## src/rtl/alu_branch_unit_pkg.sv

```systemverilog
// Shared encodings for the execute stage: ALU op codes, RV32I opcodes,
// branch funct3 values and next-PC source selects.
package alu_branch_unit_pkg;

  localparam int unsigned XLEN      = 32;
  localparam int unsigned SHAMT_W   = 5;
  localparam int unsigned ALU_FUN_W = 4;
  localparam int unsigned OPCODE_W  = 7;
  localparam int unsigned FUNCT3_W  = 3;
  localparam int unsigned PC_SRC_W  = 3;

  typedef enum logic [ALU_FUN_W-1:0] {
    ALU_ADD  = 4'b0000,
    ALU_SLL  = 4'b0001,
    ALU_SLT  = 4'b0010,
    ALU_SLTU = 4'b0011,
    ALU_XOR  = 4'b0100,
    ALU_SRL  = 4'b0101,
    ALU_OR   = 4'b0110,
    ALU_AND  = 4'b0111,
    ALU_SUB  = 4'b1000,
    ALU_LUI  = 4'b1001,
    ALU_SRA  = 4'b1101
  } alu_fun_e;

  typedef enum logic [OPCODE_W-1:0] {
    OPC_LOAD   = 7'b0000011,
    OPC_OP_IMM = 7'b0010011,
    OPC_AUIPC  = 7'b0010111,
    OPC_STORE  = 7'b0100011,
    OPC_OP     = 7'b0110011,
    OPC_LUI    = 7'b0110111,
    OPC_BRANCH = 7'b1100011,
    OPC_JALR   = 7'b1100111,
    OPC_JAL    = 7'b1101111,
    OPC_SYSTEM = 7'b1110011
  } opcode_e;

  typedef enum logic [FUNCT3_W-1:0] {
    F3_BEQ  = 3'b000,
    F3_BNE  = 3'b001,
    F3_BLT  = 3'b100,
    F3_BGE  = 3'b101,
    F3_BLTU = 3'b110,
    F3_BGEU = 3'b111
  } branch_f3_e;

  typedef enum logic [PC_SRC_W-1:0] {
    PC_SRC_SEQ    = 3'd0,
    PC_SRC_JALR   = 3'd1,
    PC_SRC_BRANCH = 3'd2,
    PC_SRC_JAL    = 3'd3
  } pc_src_e;

endpackage

```

## src/rtl/alu_branch_unit_alu_core.sv

```systemverilog
// Operand selection and the integer ALU; purely combinational.
module alu_core
  import alu_branch_unit_pkg::*;
(
  input  logic [XLEN-1:0]      rs1,
  input  logic [XLEN-1:0]      rs2,
  input  logic [XLEN-1:0]      imm,
  input  logic [XLEN-1:0]      pc,
  input  logic                 alu_src_a,
  input  logic [1:0]           alu_src_b,
  input  logic [ALU_FUN_W-1:0] alu_fun,
  output logic [XLEN-1:0]      alu_result
);

  logic [XLEN-1:0]    src_a;
  logic [XLEN-1:0]    src_b;
  logic [SHAMT_W-1:0] shamt;

  always_comb begin
    src_a = alu_src_a ? imm : rs1;
    unique case (alu_src_b)
      2'd0:    src_b = rs2;
      2'd1:    src_b = imm;
      2'd2:    src_b = imm;
      default: src_b = pc;
    endcase
    shamt = src_b[SHAMT_W-1:0];
  end

  // Undefined op codes deliberately produce zero.
  always_comb begin
    alu_result = '0;
    case (alu_fun)
      ALU_ADD:  alu_result = src_a + src_b;
      ALU_SUB:  alu_result = src_a - src_b;
      ALU_SLL:  alu_result = src_a << shamt;
      ALU_SLT:  alu_result = XLEN'($signed(src_a) < $signed(src_b));
      ALU_SLTU: alu_result = XLEN'(src_a < src_b);
      ALU_XOR:  alu_result = src_a ^ src_b;
      ALU_SRL:  alu_result = src_a >> shamt;
      ALU_SRA:  alu_result = XLEN'($signed(src_a) >>> shamt);
      ALU_OR:   alu_result = src_a | src_b;
      ALU_AND:  alu_result = src_a & src_b;
      ALU_LUI:  alu_result = src_a;
      default:  alu_result = '0;
    endcase
  end

endmodule

```

## src/rtl/alu_branch_unit.sv

```systemverilog
// Execute-stage ALU with branch condition/target generation, next-PC select
// and a stallable result register.
module alu_branch_unit
  import alu_branch_unit_pkg::*;
(
  input  logic                 clk,
  input  logic                 rst_n,
  input  logic [XLEN-1:0]      rs1,
  input  logic [XLEN-1:0]      rs2,
  input  logic [XLEN-1:0]      imm,
  input  logic [XLEN-1:0]      pc,
  input  logic                 alu_src_a,
  input  logic [1:0]           alu_src_b,
  input  logic [ALU_FUN_W-1:0] alu_fun,
  input  logic [OPCODE_W-1:0]  opcode,
  input  logic [FUNCT3_W-1:0]  funct3,
  input  logic                 flush,
  input  logic                 stall,
  output logic [XLEN-1:0]      alu_result,
  output logic [XLEN-1:0]      jalr,
  output logic [XLEN-1:0]      branch,
  output logic [XLEN-1:0]      jal,
  output logic                 br_eq,
  output logic                 br_lt,
  output logic                 br_ltu,
  output logic [PC_SRC_W-1:0]  pc_source,
  output logic [XLEN-1:0]      result_q,
  output logic                 valid_q
);

  logic [XLEN-1:0] jalr_sum;
  logic            taken;
  pc_src_e         pc_sel;
  logic [XLEN-1:0] result_d;
  logic            valid_d;

  alu_core u_alu_core (
    .rs1        (rs1),
    .rs2        (rs2),
    .imm        (imm),
    .pc         (pc),
    .alu_src_a  (alu_src_a),
    .alu_src_b  (alu_src_b),
    .alu_fun    (alu_fun),
    .alu_result (alu_result)
  );

  // Comparisons always use the raw forwarded operands, not the ALU muxes.
  assign br_eq  = (rs1 == rs2);
  assign br_lt  = ($signed(rs1) < $signed(rs2));
  assign br_ltu = (rs1 < rs2);

  assign jalr_sum = rs1 + imm;
  assign jalr     = {jalr_sum[XLEN-1:1], 1'b0};
  assign branch   = pc + imm;
  assign jal      = pc + imm;

  always_comb begin
    taken = 1'b0;
    case (funct3)
      F3_BEQ:  taken = br_eq;
      F3_BNE:  taken = !br_eq;
      F3_BLT:  taken = br_lt;
      F3_BGE:  taken = !br_lt;
      F3_BLTU: taken = br_ltu;
      F3_BGEU: taken = !br_ltu;
      default: taken = 1'b0;
    endcase
  end

  // A squashed instruction must never redirect fetch.
  always_comb begin
    pc_sel = PC_SRC_SEQ;
    if (!flush) begin
      case (opcode)
        OPC_JAL:    pc_sel = PC_SRC_JAL;
        OPC_JALR:   pc_sel = PC_SRC_JALR;
        OPC_BRANCH: pc_sel = taken ? PC_SRC_BRANCH : PC_SRC_SEQ;
        default:    pc_sel = PC_SRC_SEQ;
      endcase
    end
  end

  assign pc_source = pc_sel;

  // Stall has priority over flush: the register simply holds.
  always_comb begin
    result_d = result_q;
    valid_d  = valid_q;
    if (!stall) begin
      result_d = alu_result;
      valid_d  = !flush;
    end
  end

  always_ff @(posedge clk or negedge rst_n) begin
    if (!rst_n) begin
      result_q <= '0;
      valid_q  <= 1'b0;
    end else begin
      result_q <= result_d;
      valid_q  <= valid_d;
    end
  end

endmodule

```

## config.mk

```make
export PLATFORM = sky130hd
export DESIGN_NAME = alu_branch_unit
export DESIGN_NICKNAME = d
export VERILOG_FILES = /design/src/rtl/alu_branch_unit_pkg.sv /design/src/rtl/alu_branch_unit_alu_core.sv /design/src/rtl/alu_branch_unit.sv
export SDC_FILE = /design/constraint.sdc
export NUM_CORES = 1
export LEC_CHECK = 0
export ABC_AREA = 1
export BUFFER_PORTS_ARGS = -buffer_cell sky130_fd_sc_hd__buf_2
export CAP_MARGIN = 15
export CORE_ASPECT_RATIO = 1.25
export CORE_MARGIN = 1
export CORE_UTILIZATION = 30
export CTS_CLUSTER_SIZE = 8
export DETAILED_ROUTE_END_ITERATION = 8
export PLACE_DENSITY = 0.51
export SLEW_MARGIN = 20
export SYNTH_ARGS = -nofsm -noshare
export SYNTH_HDL_FRONTEND = slang
export SYNTH_HIERARCHICAL = 1
export SYNTH_SLANG_ARGS = --single-unit
```

## constraint.sdc

```tcl
create_clock -name clk -period 2.9 [get_ports clk]
set_clock_uncertainty 0.1 [all_clocks]
set_input_delay 0 -clock clk [delete_from_list [all_inputs] [get_ports clk]]
set_output_delay 0 -clock clk [all_outputs]
set_load 0.1 [all_outputs]
```

Word-level counts from Yosys, hierarchy flattened

Index checks and enable logic that the tools add are counted.

Equality and inequality tests: 21
Muxes and demuxes: 7
Shifts and indexed selects: 3
Order comparisons: 4
Add/sub/neg operators: 4
Reductions and logical operators: 8
Bitwise operators: 3

Operators by type and width:

| cell                                                                  | count |
|---|---|
| 32-bit case mux with 11 select lines                                  | 1 |
| 32-bit less-than comparator                                           | 4 |
| 32-bit adder                                                          | 3 |
| 32-bit case mux with 2 select lines                                   | 1 |
| 32-bit AND                                                            | 1 |
| 32-bit equality test                                                  | 1 |
| 32-bit two-way mux                                                    | 1 |
| 32-bit OR                                                             | 1 |
| 32-bit by 5-bit left shift with 32-bit output                         | 1 |
| 32-bit by 5-bit right shift with 32-bit output                        | 1 |
| 32-bit by 5-bit >>> shifter with 32-bit output                        | 1 |
| 32-bit subtractor                                                     | 1 |
| 32-bit XOR                                                            | 1 |
| 7-bit equality test, second input constant                            | 3 |
| 4-bit by 3-bit equality test with 1-bit output, second input constant | 4 |
| 3-bit equality test, second input constant                            | 4 |
| 4-bit equality test, second input constant                            | 3 |
| 4-bit by 2-bit equality test with 1-bit output, second input constant | 2 |
| 1-bit case mux with 6 select lines                                    | 1 |
| 2-bit case mux with 3 select lines                                    | 1 |
| 4-bit by 1-bit equality test with 1-bit output, second input constant | 1 |
| 1-bit zero test                                                       | 4 |
| 4-bit zero test                                                       | 1 |
| 2-bit two-way mux                                                     | 2 |
| other kinds (6)                                                       | 6 |

Logic and storage cells: 52
Register bits: 33

Longest topological paths before layout

Depth in word-level cells: 6
Gate-level depth with buffers: 26
Depth with buffers taken out: 23

Modules after synthesis

The synthesis kept the hierarchy.

Modules (own cells, without submodules):

| module          | cells an instance | area an instance (um^2) | seq. area each (um^2) | times used |
|---|---|---|---|---|
| alu_core        | 2324              | 11269.6                 | 0.0                   | 1 |
| alu_branch_unit | 870               | 6009.5                  | 825.8                 | 1 |

Worst setup path before layout

Ideal clock, no wire load.

Kind: input port to flip-flop
From: in alu_src_b[0]
To: reg result_q[0]
Library setup time: 0.132 ns
Data arrival time: 4.167 ns
Slack: -1.500 ns
Stages on the path: 22
Cell sequence: inv_1 -> ha_1 -> nand2_1 -> nand3_2 -> nand2_4 -> buf_4 -> inv_1 -> ha_1 -> fa_1 -> inv_1 -> nand2_1 -> o21ai_0 -> nand2_1 -> nand2_1 -> nand2_1 -> nand2_1 -> nand2_1 -> nand2_1 -> nand2_1 -> nand3_1 -> nand4_1 -> mux2_2

Longest elaborated chain between the ends: 5

RTL lines:

| item                                                                                         | line                           | text |
|---|---|---|
| start, declared                                                                              | alu_branch_unit.sv:13          | `input logic [1:0] alu_src_b,` |
| 2-bit by 1-bit equality test with 1-bit output / 2-bit equality test (equally long branches) | alu_branch_unit_alu_core.sv:21 | `unique case (alu_src_b)` |
| 2-bit OR reduction (no source line)                                                          | -                              |  |
| 32-bit case mux with 2 select lines *                                                        | alu_branch_unit_alu_core.sv:21 |  |
| 32-bit subtractor, or another cell as far along                                              | alu_branch_unit_alu_core.sv:35 | `ALU_SUB: alu_result = src_a - src_b;` |
| 32-bit case mux with 11 select lines *                                                       | alu_branch_unit_alu_core.sv:33 | `case (alu_fun)` |
| via alu_result[0]                                                                            | alu_branch_unit.sv:19          | `output logic [XLEN-1:0] alu_result,` |
| end signal, assigned                                                                         | alu_branch_unit.sv:101         | `result_q <= result_d;` |
| end, declared                                                                                | alu_branch_unit.sv:27          | `output logic [XLEN-1:0] result_q,` |

The timed path passes the listed nets; every way through them passes the cells marked *.
A chain may end at the register's enable or synchronous reset.

Worst setup path after layout

From: in alu_src_b[1]
To: out alu_result[23]

Longest elaborated chain between the ends: 5

RTL lines:

| item                                                                                         | line |
|---|---|
| 2-bit by 1-bit equality test with 1-bit output / 2-bit equality test (equally long branches) | alu_branch_unit_alu_core.sv:21 |
| 2-bit OR reduction (no source line)                                                          | - |
| 32-bit case mux with 2 select lines *                                                        | alu_branch_unit_alu_core.sv:21 |
| 32-bit subtractor, or another cell as far along                                              | alu_branch_unit_alu_core.sv:35 |
| 32-bit case mux with 11 select lines *                                                       | alu_branch_unit_alu_core.sv:33 |
| end, declared                                                                                | alu_branch_unit.sv:19 |

Mark *: on every way between the ends. The rest lies on a longest branch, timed or not.

==> reports/metrics.cfg <==
[outcome]
status=finished, violations left
violations=negative setup slack

[detailed_routing]
drc=0
first_pass_iters=6
wl_per_cell_um=22.6
ant_nets=0
drt_wl_total_um=110000
drt_iter0_markers=1892
viasPerCell=5.31
vias=25791

[setup_path]
path_class=primary input to primary output
cp_slowest_cell=nand4_1
cp_top_family=simple AND/OR/NAND/NOR gates
arrival_ns=3.02
cp_data_required_time_ns=2.80
crit_chain=buf_12 > ha_4 > buf_12 > clkbuf_16 > a21oi_2 > o21ai_2 > o21ai_2 > inv_2 > ha_4 > buf_6 > nor2_4 > inv_4 > nor2_4 > nand2_4 > nor2_4 > nand2_2 > nand3_2 > nand2_1 > nand3_1 > nand2_1 > nor2_2 > nand4_1 > buf_12
cp_num_cells=23
start_kind=primary input
worst-path-buf-inv=7
critPathCaptureType=primary output
reg2reg_depth=1
crit_path_max_incr_delay_ns=0.28
crit_fanout=7

[hold_path]
hold_path.class=primary input to flop
min_path_cells=2

[power]
p_sw_share_pct=62.3
ir_drop_mv=0.550
switchingPower_mw=9.12
seq_power_share_pct=4.2
p_int_mw=5.53
pwr-share-clk_pct=3.7
p_leak_nw=15.2
power_density_nw_per_um2=503
pwr-share-comb_pct=92.1

[run]
maxCapViolCount=0

[global_routing]
grtUsageTotal_pct=36.0
grt_pass1_wl_um=158000
antenna_found_initial=5
overflow=0
grt_pass1_vias=25505
grt_max_degree=57

[yosys]
synth_area_sq_um=17300
yosys.area_share.adder_pct=14.4
synth.distinct_cells=58
synth-seq-cells=33
synth_mux_area_share_pct=2.09
synth_top_area_cell=nand2_1
ys_seq_area_share_pct=4.78
synth_compound_area_share_pct=18.4
netlist_instances=3194
synth_top_family_by_area=simple AND/OR/NAND/NOR gates
synth_edf_count=0
synth_area_leaders=nand2_1 20%, ha_1 14%, nand3_1 13%, inv_1 9.0%, a21oi_1 6.1%
post_synth.cell_area_avg_sq_um=5.41
synthArstFlopShare_pct=100
synth-warning-count=6
synth_ff_type=dfrtp_1
synth_xor_area_share_pct=3.09
synth_top_area_share_pct=19.8
synthSimpleGateAreaFrac_pct=43.0

[clocking]
cts_tree=yes
clock_sinks=33
clk_latency_ns=0.28
cts_made_buffers=5
clock_path_buffers=2
htree_num_levels=2
path_clk_slew_ns=0.05
clockRootBuffer=clkbuf_16

[die]
die_area_sq_um=58600
core_sq_um=57000
io_pins=316
die_x_um=217
num_rows=98
start_util_pct=30.3
die_h_um=270

[placement]
dp_hpwl_um=93200
gp_congestion=1.04
port-buffer-count=313

[timing]
period_share_pct=108
tightest_slew_ns=0.936
setup_violations=34
slew_viol_final=0
rsz0062_at_grt=yes
max_freq_mhz=320
relSlewSlack_pct=37.6
whs_ns=0.00207
setup_tns_ns=-3.90
hold_viol=0
setup_ws_ns=-0.222
finalCriticalPeriod_ns=3.12

[final_layout]
areaGrowthSynthToFinish_pct=68.5
final_core_util_pct=51.1
fin_nets=4443
drive_gt1_share_pct=40.5
fill_cells=6047

-- cells in the final DEF, fill, tap and decap left out, types with 17 or more instances in the layout --
cell and count:
mux2_4 18, ha_1 157, nand2_2 87, a21oi_1 135, ha_4 35, inv_2 51
o21ai_2 34, buf_4 667, xor2_2 18, buf_12 93, nor2_1 163, buf_6 39
nand2_1 790, a21oi_2 73, o22ai_1 17, nand2_4 40, o21ai_0 86, nor3_1 26
a21o_1 17, xor2_1 25, buf_2 233, dfrtp_1 33, nand4_1 35, nand3_1 419
inv_1 365, nor2_4 52, nand3_2 40, nor2_2 48, o21ai_1 68
-- final timing paths --
path                                        to  slack, ns         start
max in group asynchronous         result_q[15]       2.01         rst_n
worst min register to register         valid_q       0.38       valid_q
worst max-delay path            alu_result[23]      -0.22  alu_src_b[1]
worst min-delay path                   valid_q      0.002         flush
min in group asynchronous         result_q[31]       0.22         rst_n
worst max register to register    result_q[19]       1.97  result_q[19]
-- cell type report --
class	instances	area [sq um]	share of cell area (%)
clock inverters	1	5.00	0.0172
multi-input cells	2585	16800	57.7
well taps	750	938	3.22
clock buffers	7	153	0.524
repair buffers	1044	8700	29.9
flip-flops and latches	33	826	2.84
inverters	428	1670	5.73
diodes	5	12.5	0.0430
-- cells by family (layout without fill, tap and decap cells) --
group | Yosys count | count (layout)
simple gates | 1747 | 1747
buf+inv | 577 | 1480
compound gates | 546 | 546
fa+ha+maj | 197 | 197
xor+xnor | 61 | 61
flops | 33 | 33
mux | 32 | 32
other cells | 1 | 7
-- Yosys cell counts, types with 5 or more instances --
cell type	instances
o22ai_1	17
o211ai_1	8
o21ai_2	9
nand2_2	6
nand2_1	912
clkbuf_1	40
o221ai_1	8
a31oi_1	12
a21o_1	17
nor4_1	10
xnor2_1	15
nor3_1	36
dfrtp_1	33
and2_1	5
nand3_2	8
inv_2	13
xor2_1	46
nand3_1	461
buf_4	46
buf_1	6
o21bai_1	20
o21a_1	9
a221oi_1	18
nand4_1	35
inv_1	413
o21ai_0	176
mux2_2	32
o21ai_1	13
buf_2	52
a21oi_1	209
a21oi_2	6
ha_1	193
nor2_1	258
-- metrics by stage --
step	worst slack (ns)	cells	area (sq um)	power (mW)
after detailed placement	-0.742	4761	26000	12.7
after CTS	-0.198	4799	27500	13.9
after global placement	-0.733	4761	26000	12.7
final	-0.222	4853	29100	14.7
after global routing	-0.309	4849	29100	15.3
after floorplan	-1.03	3195	18400	8.18
-- timing repair --
item / in CTS / in global routing
endpoints found under the setup margin: 59 / 65
endpoints found under the hold margin: 33 / 0
gates resized for setup: 305 / 323
pin swaps: 67 / 116
cloned: 0 / 4
setup buffers: 31 / 47
hold buffers: 1 / 0
-- state kept, by name, summed over array words and instances (netlist names) --
| register | cells |
|---|---|
| valid_q | 1 |
| result_q | 32 |
-- power by group through the flow --
stage | clock (mW) | combinational [mW] | sequential, mW
global route | 0.579 | 14.1 | 0.626
finish | 0.544 | 13.5 | 0.614
CTS | 0.562 | 12.7 | 0.613
detailed placement | 0 | 12.1 | 0.621
global placement | 0 | 12.1 | 0.618
floorplan | 0 | 6.86 | 1.32
-- layer usage --
| layer | vias up | GRT usage, % | wire length [um] |
|---|---|---|---|
| li1 | 12324 | - | - |
| met1 | 12009 | 39.0 | 40200 |
| met2 | 1114 | 64.8 | 53600 |
| met3 | 344 | 3.34 | 6030 |
| met4 | 0 | 26.2 | 9890 |
| met5 | - | 0 | 0 |
(Power assumes the default switching activity.)
